`config.mk`:
```
export PLATFORM = sky130hd
export DESIGN_NAME = level_column_streamer_flat
export DESIGN_NICKNAME = d
export VERILOG_FILES = /design/src/rtl/level_column_streamer_if.sv /design/src/rtl/level_column_streamer.sv /design/src/flat_wrapper.sv
export SDC_FILE = /design/constraint.sdc
export NUM_CORES = 1
export LEC_CHECK = 0
export CELL_PAD_IN_SITES_DETAIL_PLACEMENT = 1
export CELL_PAD_IN_SITES_GLOBAL_PLACEMENT = 1
export CORE_ASPECT_RATIO = 0.9
export CORE_MARGIN = 3
export CORE_UTILIZATION = 40
export CTS_BUF_LIST = sky130_fd_sc_hd__clkbuf_16
export CTS_CLUSTER_DIAMETER = 200
export DETAILED_ROUTE_END_ITERATION = 7
export HOLD_SLACK_MARGIN = 0.15
export PLACE_DENSITY_LB_ADDON = 0.1
export SLEW_MARGIN = 25
export SYNTH_ARGS = -nofsm -noshare
export SYNTH_HDL_FRONTEND = slang
export SYNTH_SLANG_ARGS = --single-unit
export TNS_END_PERCENT = 5
```
`constraint.sdc`:
```
create_clock -name Clk -period 2 [get_ports Clk]
set_input_delay 0.3 -clock Clk [delete_from_list [all_inputs] [get_ports Clk]]
set_output_delay 0.3 -clock Clk [all_outputs]
set_load 0.05 [all_outputs]
```
`src/rtl/level_column_streamer_if.sv`:
```
// Bundle between the column streamer, the level ROM and the scroll/block-array logic.
// master: the streamer itself; slave: the ROM plus the scroll logic around it.
interface level_column_streamer_if #(
   parameter int ROWS    = 10,
   parameter int BLOCK_W = 3,
   parameter int ADDR_W  = 10
);
   logic                      scroll_req;
   logic [BLOCK_W-1:0]        rom_data;
   logic [ADDR_W-1:0]         rom_addr;
   logic                      Shift;
   logic [ROWS*BLOCK_W-1:0]   new_block_id;
   logic [ADDR_W-1:0]         col_idx;
   logic                      init_done;
   logic                      level_end;
   logic                      scroll_overrun;

   modport master (
      input  scroll_req, rom_data,
      output rom_addr, Shift, new_block_id, col_idx, init_done, level_end, scroll_overrun
   );

   modport slave (
      output scroll_req, rom_data,
      input  rom_addr, Shift, new_block_id, col_idx, init_done, level_end, scroll_overrun
   );
endinterface

```
`src/rtl/level_column_streamer.sv`:
```
// Streams level columns from ROM into the scrolling block array: preloads a screen, then one column per scroll_req.
// Optional macro LEVEL_WRAP_EN: the level loops back to column 0 instead of stopping at the end.
module level_column_streamer #(
   parameter int ROWS        = 10,
   parameter int BLOCK_W     = 3,
   parameter int SCREEN_COLS = 10,
   parameter int LEVEL_COLS  = 64,
   parameter int ADDR_W      = 10
) (
   input  logic                   Clk,
   input  logic                   Reset_n,
   level_column_streamer_if.master bus
);
   localparam int K_W   = $clog2(ROWS + 1);
   localparam int P_W   = $clog2(SCREEN_COLS + 1);
   localparam int COL_W = ROWS * BLOCK_W;
`ifdef LEVEL_WRAP_EN
   localparam bit WRAP = 1'b1;
`else
   localparam bit WRAP = 1'b0;
`endif

   typedef enum logic [1:0] {S_FETCH, S_READY, S_SHIFT, S_END} state_t;

   state_t              state_reg, state_next;
   logic [K_W-1:0]      k_reg, k_next;
   logic [ADDR_W-1:0]   col_reg, col_next;
   logic [ADDR_W-1:0]   base_reg, base_next;
   logic [ADDR_W-1:0]   rom_addr_c;
   logic [P_W-1:0]      preload_reg, preload_next;
   logic                pending_reg, pending_next;
   logic                init_done_reg, init_done_next;
   logic                overrun_reg, overrun_next;
   logic                queue_req;
   logic                preload_done;
   logic                last_col;
   logic                capture_last;
   logic [BLOCK_W-1:0]  row_buf [ROWS-1];
   logic [COL_W-1:0]    assembled;
   logic [COL_W-1:0]    column_reg;

   assign preload_done = (preload_reg == P_W'(SCREEN_COLS));
   assign last_col     = (col_reg == ADDR_W'(LEVEL_COLS - 1));
   assign capture_last = (state_reg == S_FETCH) && (k_reg == K_W'(ROWS));

   // Rows 0..ROWS-2 are staged; the top row comes straight off the ROM so the
   // whole column lands in column_reg on the final capture cycle.
   always_ff @(posedge Clk or negedge Reset_n) begin
      if (!Reset_n) begin
         for (int i = 0; i < ROWS - 1; i++) row_buf[i] <= '0;
      end else if (state_reg == S_FETCH) begin
         for (int i = 0; i < ROWS - 1; i++) begin
            if (k_reg == K_W'(i + 1)) row_buf[i] <= bus.rom_data;
         end
      end
   end

   generate
      for (genvar gi = 0; gi < ROWS - 1; gi++) begin : g_pack
         assign assembled[gi*BLOCK_W +: BLOCK_W] = row_buf[gi];
      end
   endgenerate
   assign assembled[(ROWS-1)*BLOCK_W +: BLOCK_W] = bus.rom_data;

   always_ff @(posedge Clk or negedge Reset_n) begin
      if (!Reset_n) column_reg <= '0;
      else if (capture_last) column_reg <= assembled;
   end

   always_ff @(posedge Clk or negedge Reset_n) begin
      if (!Reset_n) begin
         state_reg     <= S_FETCH;
         k_reg         <= '0;
         col_reg       <= '0;
         base_reg      <= '0;
         preload_reg   <= '0;
         pending_reg   <= 1'b0;
         init_done_reg <= 1'b0;
         overrun_reg   <= 1'b0;
      end else begin
         state_reg     <= state_next;
         k_reg         <= k_next;
         col_reg       <= col_next;
         base_reg      <= base_next;
         preload_reg   <= preload_next;
         pending_reg   <= pending_next;
         init_done_reg <= init_done_next;
         overrun_reg   <= overrun_next;
      end
   end

   always_comb begin
      state_next     = state_reg;
      k_next         = k_reg;
      col_next       = col_reg;
      base_next      = base_reg;
      preload_next   = preload_reg;
      pending_next   = pending_reg;
      init_done_next = init_done_reg;
      overrun_next   = 1'b0;
      queue_req      = 1'b0;
      rom_addr_c     = base_reg + ADDR_W'(k_reg);

      case (state_reg)
         S_FETCH: begin
            queue_req = bus.scroll_req;
            if (k_reg == K_W'(ROWS)) state_next = S_READY;
            else                     k_next     = k_reg + K_W'(1);
         end

         S_READY: begin
            // A request here is consumed directly only when nothing else is owed.
            queue_req = bus.scroll_req && (!preload_done || pending_reg);
            if (!preload_done || pending_reg || bus.scroll_req) state_next = S_SHIFT;
         end

         S_SHIFT: begin
            // Row 0 of the next column is addressed during the strobe, so the
            // following fetch resumes at k=1 and columns stay ROWS+2 cycles apart.
            k_next = K_W'(1);
            if (preload_done) begin
               pending_next = bus.scroll_req;
            end else begin
               queue_req    = bus.scroll_req;
               preload_next = preload_reg + P_W'(1);
            end
            if (preload_reg >= P_W'(SCREEN_COLS - 1) || last_col) init_done_next = 1'b1;
            if (!last_col) begin
               col_next   = col_reg + ADDR_W'(1);
               base_next  = base_reg + ADDR_W'(ROWS);
               state_next = S_FETCH;
            end else if (WRAP) begin
               col_next   = '0;
               base_next  = '0;
               state_next = S_FETCH;
            end else begin
               state_next = S_END;
            end
            rom_addr_c = base_next;
         end

         S_END: begin
         end

         default: state_next = S_FETCH;
      endcase

      if (queue_req) begin
         if (pending_reg) overrun_next = 1'b1;
         else             pending_next = 1'b1;
      end
   end

   assign bus.rom_addr       = rom_addr_c;
   assign bus.Shift          = (state_reg == S_SHIFT);
   assign bus.new_block_id   = column_reg;
   assign bus.col_idx        = col_reg;
   assign bus.init_done      = init_done_reg;
   assign bus.level_end      = (state_reg == S_END);
   assign bus.scroll_overrun = overrun_reg;
endmodule
```
`src/flat_wrapper.sv`:
```
// flat-port wrapper written by rule: the top's interface ports become plain ports
module level_column_streamer_flat 
#(
   parameter int ROWS        = 10,
   parameter int BLOCK_W     = 3,
   parameter int SCREEN_COLS = 10,
   parameter int LEVEL_COLS  = 64,
   parameter int ADDR_W      = 10
)
  (Clk, Reset_n, bus_scroll_req, bus_rom_data, bus_rom_addr, bus_Shift, bus_new_block_id, bus_col_idx, bus_init_done, bus_level_end, bus_scroll_overrun);
  level_column_streamer_if #(.ROWS(ROWS), .BLOCK_W(BLOCK_W), .ADDR_W(ADDR_W)) bus_i ();
  input  logic Clk;
  input  logic Reset_n;
  input wire logic [$bits(bus_i.scroll_req)-1:0] bus_scroll_req;
  input wire logic [$bits(bus_i.rom_data)-1:0] bus_rom_data;
  output wire logic [$bits(bus_i.rom_addr)-1:0] bus_rom_addr;
  output wire logic [$bits(bus_i.Shift)-1:0] bus_Shift;
  output wire logic [$bits(bus_i.new_block_id)-1:0] bus_new_block_id;
  output wire logic [$bits(bus_i.col_idx)-1:0] bus_col_idx;
  output wire logic [$bits(bus_i.init_done)-1:0] bus_init_done;
  output wire logic [$bits(bus_i.level_end)-1:0] bus_level_end;
  output wire logic [$bits(bus_i.scroll_overrun)-1:0] bus_scroll_overrun;
  assign bus_i.scroll_req = bus_scroll_req;
  assign bus_i.rom_data = bus_rom_data;
  assign bus_rom_addr = bus_i.rom_addr;
  assign bus_Shift = bus_i.Shift;
  assign bus_new_block_id = bus_i.new_block_id;
  assign bus_col_idx = bus_i.col_idx;
  assign bus_init_done = bus_i.init_done;
  assign bus_level_end = bus_i.level_end;
  assign bus_scroll_overrun = bus_i.scroll_overrun;
  level_column_streamer #(.ROWS(ROWS), .BLOCK_W(BLOCK_W), .SCREEN_COLS(SCREEN_COLS), .LEVEL_COLS(LEVEL_COLS), .ADDR_W(ADDR_W)) u_core (.Clk(Clk), .Reset_n(Reset_n), .bus(bus_i));
endmodule
```
After elaboration in Yosys (flattened, before gate mapping)
Cells that the tools add are included.
{"block": "word_totals", "mem_count": 0, "rom_bits": 0, "mem_bits_rw": 0, "register_bits": 90, "latchBits": 0}
{"block": "op_classes", "shift": 0, "order_cmp": 1, "add_sub_neg": 5, "n_eq_ne": 18, "mul": 0, "div_mod_pow": 0, "reduce_logical": 23, "n_mux": 16, "bitwise_logic": 2}
{"cell": "2-bit AND reduction", "count": 13}
{"cell": "10-bit two-way mux", "count": 2}
{"cell": "4-bit by 3-bit == test with 1-bit output (second input constant)", "count": 4}
{"cell": "4-bit == test (second input constant)", "count": 4}
{"cell": "10-bit by 1-bit adder with 10-bit output (second input constant)", "count": 1}
{"cell": "10-bit by 4-bit adder with 10-bit output", "count": 1}
{"cell": "10-bit by 4-bit adder with 10-bit output (second input constant)", "count": 1}
{"cell": "10-bit by 6-bit == test with 1-bit output (second input constant)", "count": 1}
{"cell": "4-bit by 1-bit adder with 4-bit output (second input constant)", "count": 2}
{"cell": "4-bit by 2-bit == test with 1-bit output (second input constant)", "count": 2}
{"cell": "4-bit case mux with 2 select lines", "count": 1}
{"cell": "1-bit two-way mux", "count": 7}
{"cell": "2-bit two-way mux", "count": 3}
{"cell": "2-bit case mux with 3 select lines", "count": 1}
{"cell": "2-bit == test (second input constant)", "count": 2}
{"cell": "4-bit by 1-bit == test with 1-bit output (second input constant)", "count": 1}
{"cell": "4-bit >= comparator (second input constant)", "count": 1}
{"cell": "4-bit two-way mux", "count": 1}
{"cell": "2-bit != test (second input constant)", "count": 2}
{"cell": "1-bit logical OR", "count": 3}
{"cell": "1-bit case mux with 3 select lines", "count": 1}
{"cell": "3-bit AND reduction", "count": 1}
{"cell": "3-bit nonzero test", "count": 1}
{"cell": "2-bit by 1-bit == test with 1-bit output (second input constant)", "count": 1}
{"cell": "6 further kinds", "count": 8}

Longest topological paths before layout
{"block": "depth", "ltp_word": 6, "mapped_depth": 8, "depth_no_buf": 7}

Least setup slack after synthesis
OpenSTA, ideal clock, no wires.
{"block": "synth_timing", "path_type": "register -> output", "start": "register u_core.state_reg[0]", "end": "output bus_rom_addr[4]", "path_stages_with_launch": 9, "path_slack_ns": -0.889, "required_ns": 1.700, "arrival_ns": 2.589, "path_cell_list": "dfrtp_1 -> inv_1 -> ha_1 -> buf_2 -> inv_1 -> a31o_4 -> buf_6 -> o22ai_2 -> xor2_1"}
{"block": "synth_between", "elab_chain_len": 2}
{"element": "start: declaration", "line": "level_column_streamer.sv:25", "text": "state_t state_reg, state_next;"}
{"element": "start signal: assignment", "line": "level_column_streamer.sv:81", "text": "state_reg <= state_next;"}
{"element": "2-bit == test"}
{"element": "named net bus_Shift", "line": "flat_wrapper.sv:17", "text": "output wire logic [$bits(bus_i.Shift)-1:0] bus_Shift;"}
{"element": "10-bit two-way mux", "line": "level_column_streamer.sv:104", "text": "case (state_reg)"}
{"element": "end: declaration", "line": "flat_wrapper.sv:16", "text": "output wire logic [$bits(bus_i.rom_addr)-1:0] bus_rom_addr;"}
The timed path passes the listed nets, and every way through them passes these cells.

Worst setup path after layout
{"block": "layout_timing", "start": "register u_core.base_reg[1]", "end": "output bus_rom_addr[5]"}
{"block": "layout_between", "elab_chain_len": 3}
{"element": "start: declaration", "line": "level_column_streamer.sv:28", "text": "logic [ADDR_W-1:0] base_reg, base_next;"}
{"element": "start signal: assignment", "line": "level_column_streamer.sv:84", "text": "base_reg <= base_next;"}
{"element": "10-bit by 4-bit adder with 10-bit output", "line": "level_column_streamer.sv:130", "text": "base_next = base_reg + ADDR_W'(ROWS);"}
{"element": "10-bit two-way mux", "line": "level_column_streamer.sv:128", "text": "if (!last_col) begin"}
{"element": "10-bit two-way mux *", "line": "level_column_streamer.sv:104"}
Every way passes the cells marked *; elsewhere a longest branch is shown, timed or not.

==> summary.txt <==
STA
  • Final setup margin: -590.5 ps
  • Clock skew: 5.224 ps
  • Max Transition Viols Final: 0
  • Hold WS: between 400 and 500 ps
  • RSZ-0062 raised after global routing: true
  • Setup TNS: -3912 ps
  • Hold Vio Cnt, Final: 0
  • F_max: 386.0 MHz
  • Tcrit/Tclk final: 1.295
  • Slew @ Worst Pin: 518.3 ps
  • Post-route minimum period: roughly 2600 ps
  • Setup-failing EPs final: 9
  • Slew margin rel.: 0.6534

Place
  • Setup WS pre-CTS: -277.3 ps
  • DP Area: about 5700 µm²
  • Placed Cells: about 570
  • Final Wtd Congestion: ~0.83
  • PortBufs: 59
  • HPWL Detailed: around 7.4 mm

Critical path
  • CP Launch Type: register
  • Critical-path cell list: ha_2 > inv_2 > fa_2 > nand2b_4 > a22o_4 > nor3b_4 > xor2_4 > buf_12
  • Worst path bufs/invs: 2
  • Worst-case reg-to-reg path depth: 7
  • Reg2Reg Setup Slack: 80 ps
  • Worst path top cell family by delay: adder cells
  • WP data arrival: roughly 2300 ps
  • Critical Path RT: 1700 ps
  • Slowest-stage cell, CP: dfrtp_1
  • Critical-path maximum fanout: 3
  • Reg-to-Reg End: u_core.assembled[6]$_DFFE_PN0P_
  • Crit path kind: reg -> out
  • CP endpoint kind: output pin
  • Crit-path max cell delay: about 350 ps
  • Worst reg2reg path startpoint: u_core.state_reg[1]$_DFFE_PN0P_

Finish
  • Fin util: 0.5840
  • Final nets: a little under 500
  • Diode count: 0
  • Post-route insts no fill: 589
  • Post-route cell area: 6010 µm²
  • Max reg flops: 30
  • Commonest non-fill, non-tap cell in the layout: dfrtp_1
  • Layout cells sized above 1: 0.4087
  • Most frequent cells in the layout: dfrtp_1, buf_4, mux2_2, clkdlybuf4s50_1, nand2_1
  • Layout area overhead: 41.22%

Routing
  • Via-to-Cell Ratio: around 5.2
  • TritonRoute pass-1 iters: 4
  • Drt drc: 0
  • Initial detailed-routing violation count: ~120
  • Detailed Route WL: between 10 and 15 mm
  • Final ANT Viol Nets: 0
  • Avg WL per Cell: approximately 17 µm
  • Total number of vias: slightly above 3000

Synthesis
  • Synth Net Count: between 300 and 400
  • EDFF count, synth: 0
  • Post-synth ARST share: 1.000
  • Netlist cell types: 52
  • Mapped Avg Cell Area: between 10 and 15 µm²
  • Synthesis Warnings: 0
  • Synthesized area: around 4300 µm²
  • Post-Synthesis Cells: roughly 340
  • Seq cells post-synth: 89
  • Post-synthesis sequential area ratio: 0.5234
  • Synth Flop Type: dfrtp_1

Floorplan
  • Die height: between 100 and 150 µm
  • I/O pin cnt: 60
  • Starting Density: 0.4135
  • DIE AREA: ~12000 µm²
  • Num rows: 35
  • Die width: ~110 µm
  • Core area: a little over 10000 µm²

Worst hold path
  • Path category of the worst min-delay check: in -> async

CTS
  • Root Buffer: clkbuf_16
  • TritonCTS Sinks: 89
  • Worst-path clk slew: ~60 ps
  • Total CTS buffers: 9
  • CTS tree: built
  • Clk Latency, worst-skew pair: between 300 and 400 ps
  • H-tree depth: 3
  • CTS Buffer Depth: 2

Status
  • Failing checks: setup timing
  • Status: finished with violations

Global route
  • Total Routing Usage GR: 0.1865
  • Grt ovf: 0
  • Initial antenna violation count: 0
  • Largest net degree at the start of global routing: 39
  • First-pass GRT wire length: about 18 mm
  • Vias in the first global route: between 3000 and 4000

Run
  • Max_cap viols: 0

Power and ir drop
  • Leak: 2.664 nW
  • Max VDD drop: 0.0004842 V
  • Final Total Pwr: 3.667 mW
  • PwrDens: 610.2 nW/µm²
[worst register-to-register path, delay by kind of cell, from the launching register on]
kind                     cells  cell delay (ps)
adder cells (fa/ha/maj)      1              250
buffers and inverters        2              260
flip-flops                   1              410
multiplexers                 1              360
AND/OR/NAND/NOR              3              530
[cell families after synthesis]
logic type               count (synthesis)  share of synthesized area
AO/OA/AOI/OAI                           36                    0.06410
XOR/XNOR                                23                    0.04734
adder cells (fa/ha/maj)                 19                    0.05763
buffers and inverters                   29                    0.03175
flip-flops                              89                     0.5234
multiplexers                            66                     0.1735
AND/OR/NAND/NOR                         79                     0.1023
[what timing repair did]
action | 4_1_cts | 5_1_grt
hold buffers | 1 | 0
gates resized for setup | 8 | 15
endpoints found under the setup margin | 19 | 27
hold endpoints to repair | 25 | 0
setup buffers | 2 | 0
pin swaps | 6 | 0
[cell type report]
type | count | area [µm²]
clock buffers | 9 | 225.2
multi-input cells | 223 | 2132
clock inverters | 5 | 26.28
well taps | 129 | 161.4
repair buffers | 122 | 1190
inverters | 12 | 45.04
fillers | 1054 | 4282
flip-flops and latches | 89 | 2230
[layer usage]
| metal | track usage | vias to the layer above | share of wire |
|---|---|---|---|
| met1 | 0.2559 | 1594 | 0.46 |
| met5 | 0 | - | 0 |
| met2 | 0.3030 | 45 | 0.50 |
| met3 | 0.04188 | 11 | 0.033 |
| met4 | 0.04191 | 0 | 0.012 |
| li1 | - | 1434 | - |
[where the power goes]
group	switching, mW	internal, mW	leakage (nW)	total, mW
registers	0.0305	1.86	1.06	1.89
clock network	0.660	0.816	0.128	1.48
logic	0.192	0.109	1.47	0.301
[synthesized netlist by cell type (4+ instances only)]
cell     number  area, µm²
nor3_1        4      20.02
nand2_1      21      78.83
nand4_1       5      31.28
ha_1         18      225.2
dfrtp_1      89       2227
nand3_1       9      45.04
buf_2         8      40.04
xnor2_1      11      96.34
buf_1         5      18.77
a21oi_1      10      50.05
mux2_2       60      675.7
mux2i_1       4      40.04
nor2_1       15      56.30
xor2_1       12      105.1
inv_1        12      45.04
[worst max-delay path by stage]
stage / start / endpoint / slack (ps) / depth (start not counted)
2_1_floorplan: u_core.base_reg[1]$_DFFE_PN0N_ / bus_rom_addr[5] / -380 / 7
3_3_place_gp: u_core.k_reg[1]$_DFFE_PN0P_ / bus_rom_addr[5] / -240 / 8
3_5_place_dp: u_core.k_reg[1]$_DFFE_PN0P_ / bus_rom_addr[5] / -280 / 8
4_1_cts: u_core.base_reg[1]$_DFFE_PN0N_ / bus_rom_addr[5] / -600 / 8
5_1_grt: u_core.k_reg[1]$_DFFE_PN0P_ / bus_rom_addr[5] / -690 / 8
6_report: u_core.base_reg[1]$_DFFE_PN0N_ / bus_rom_addr[5] / -590 / 8
No activity file was read; power rests on OpenSTA's default activity.
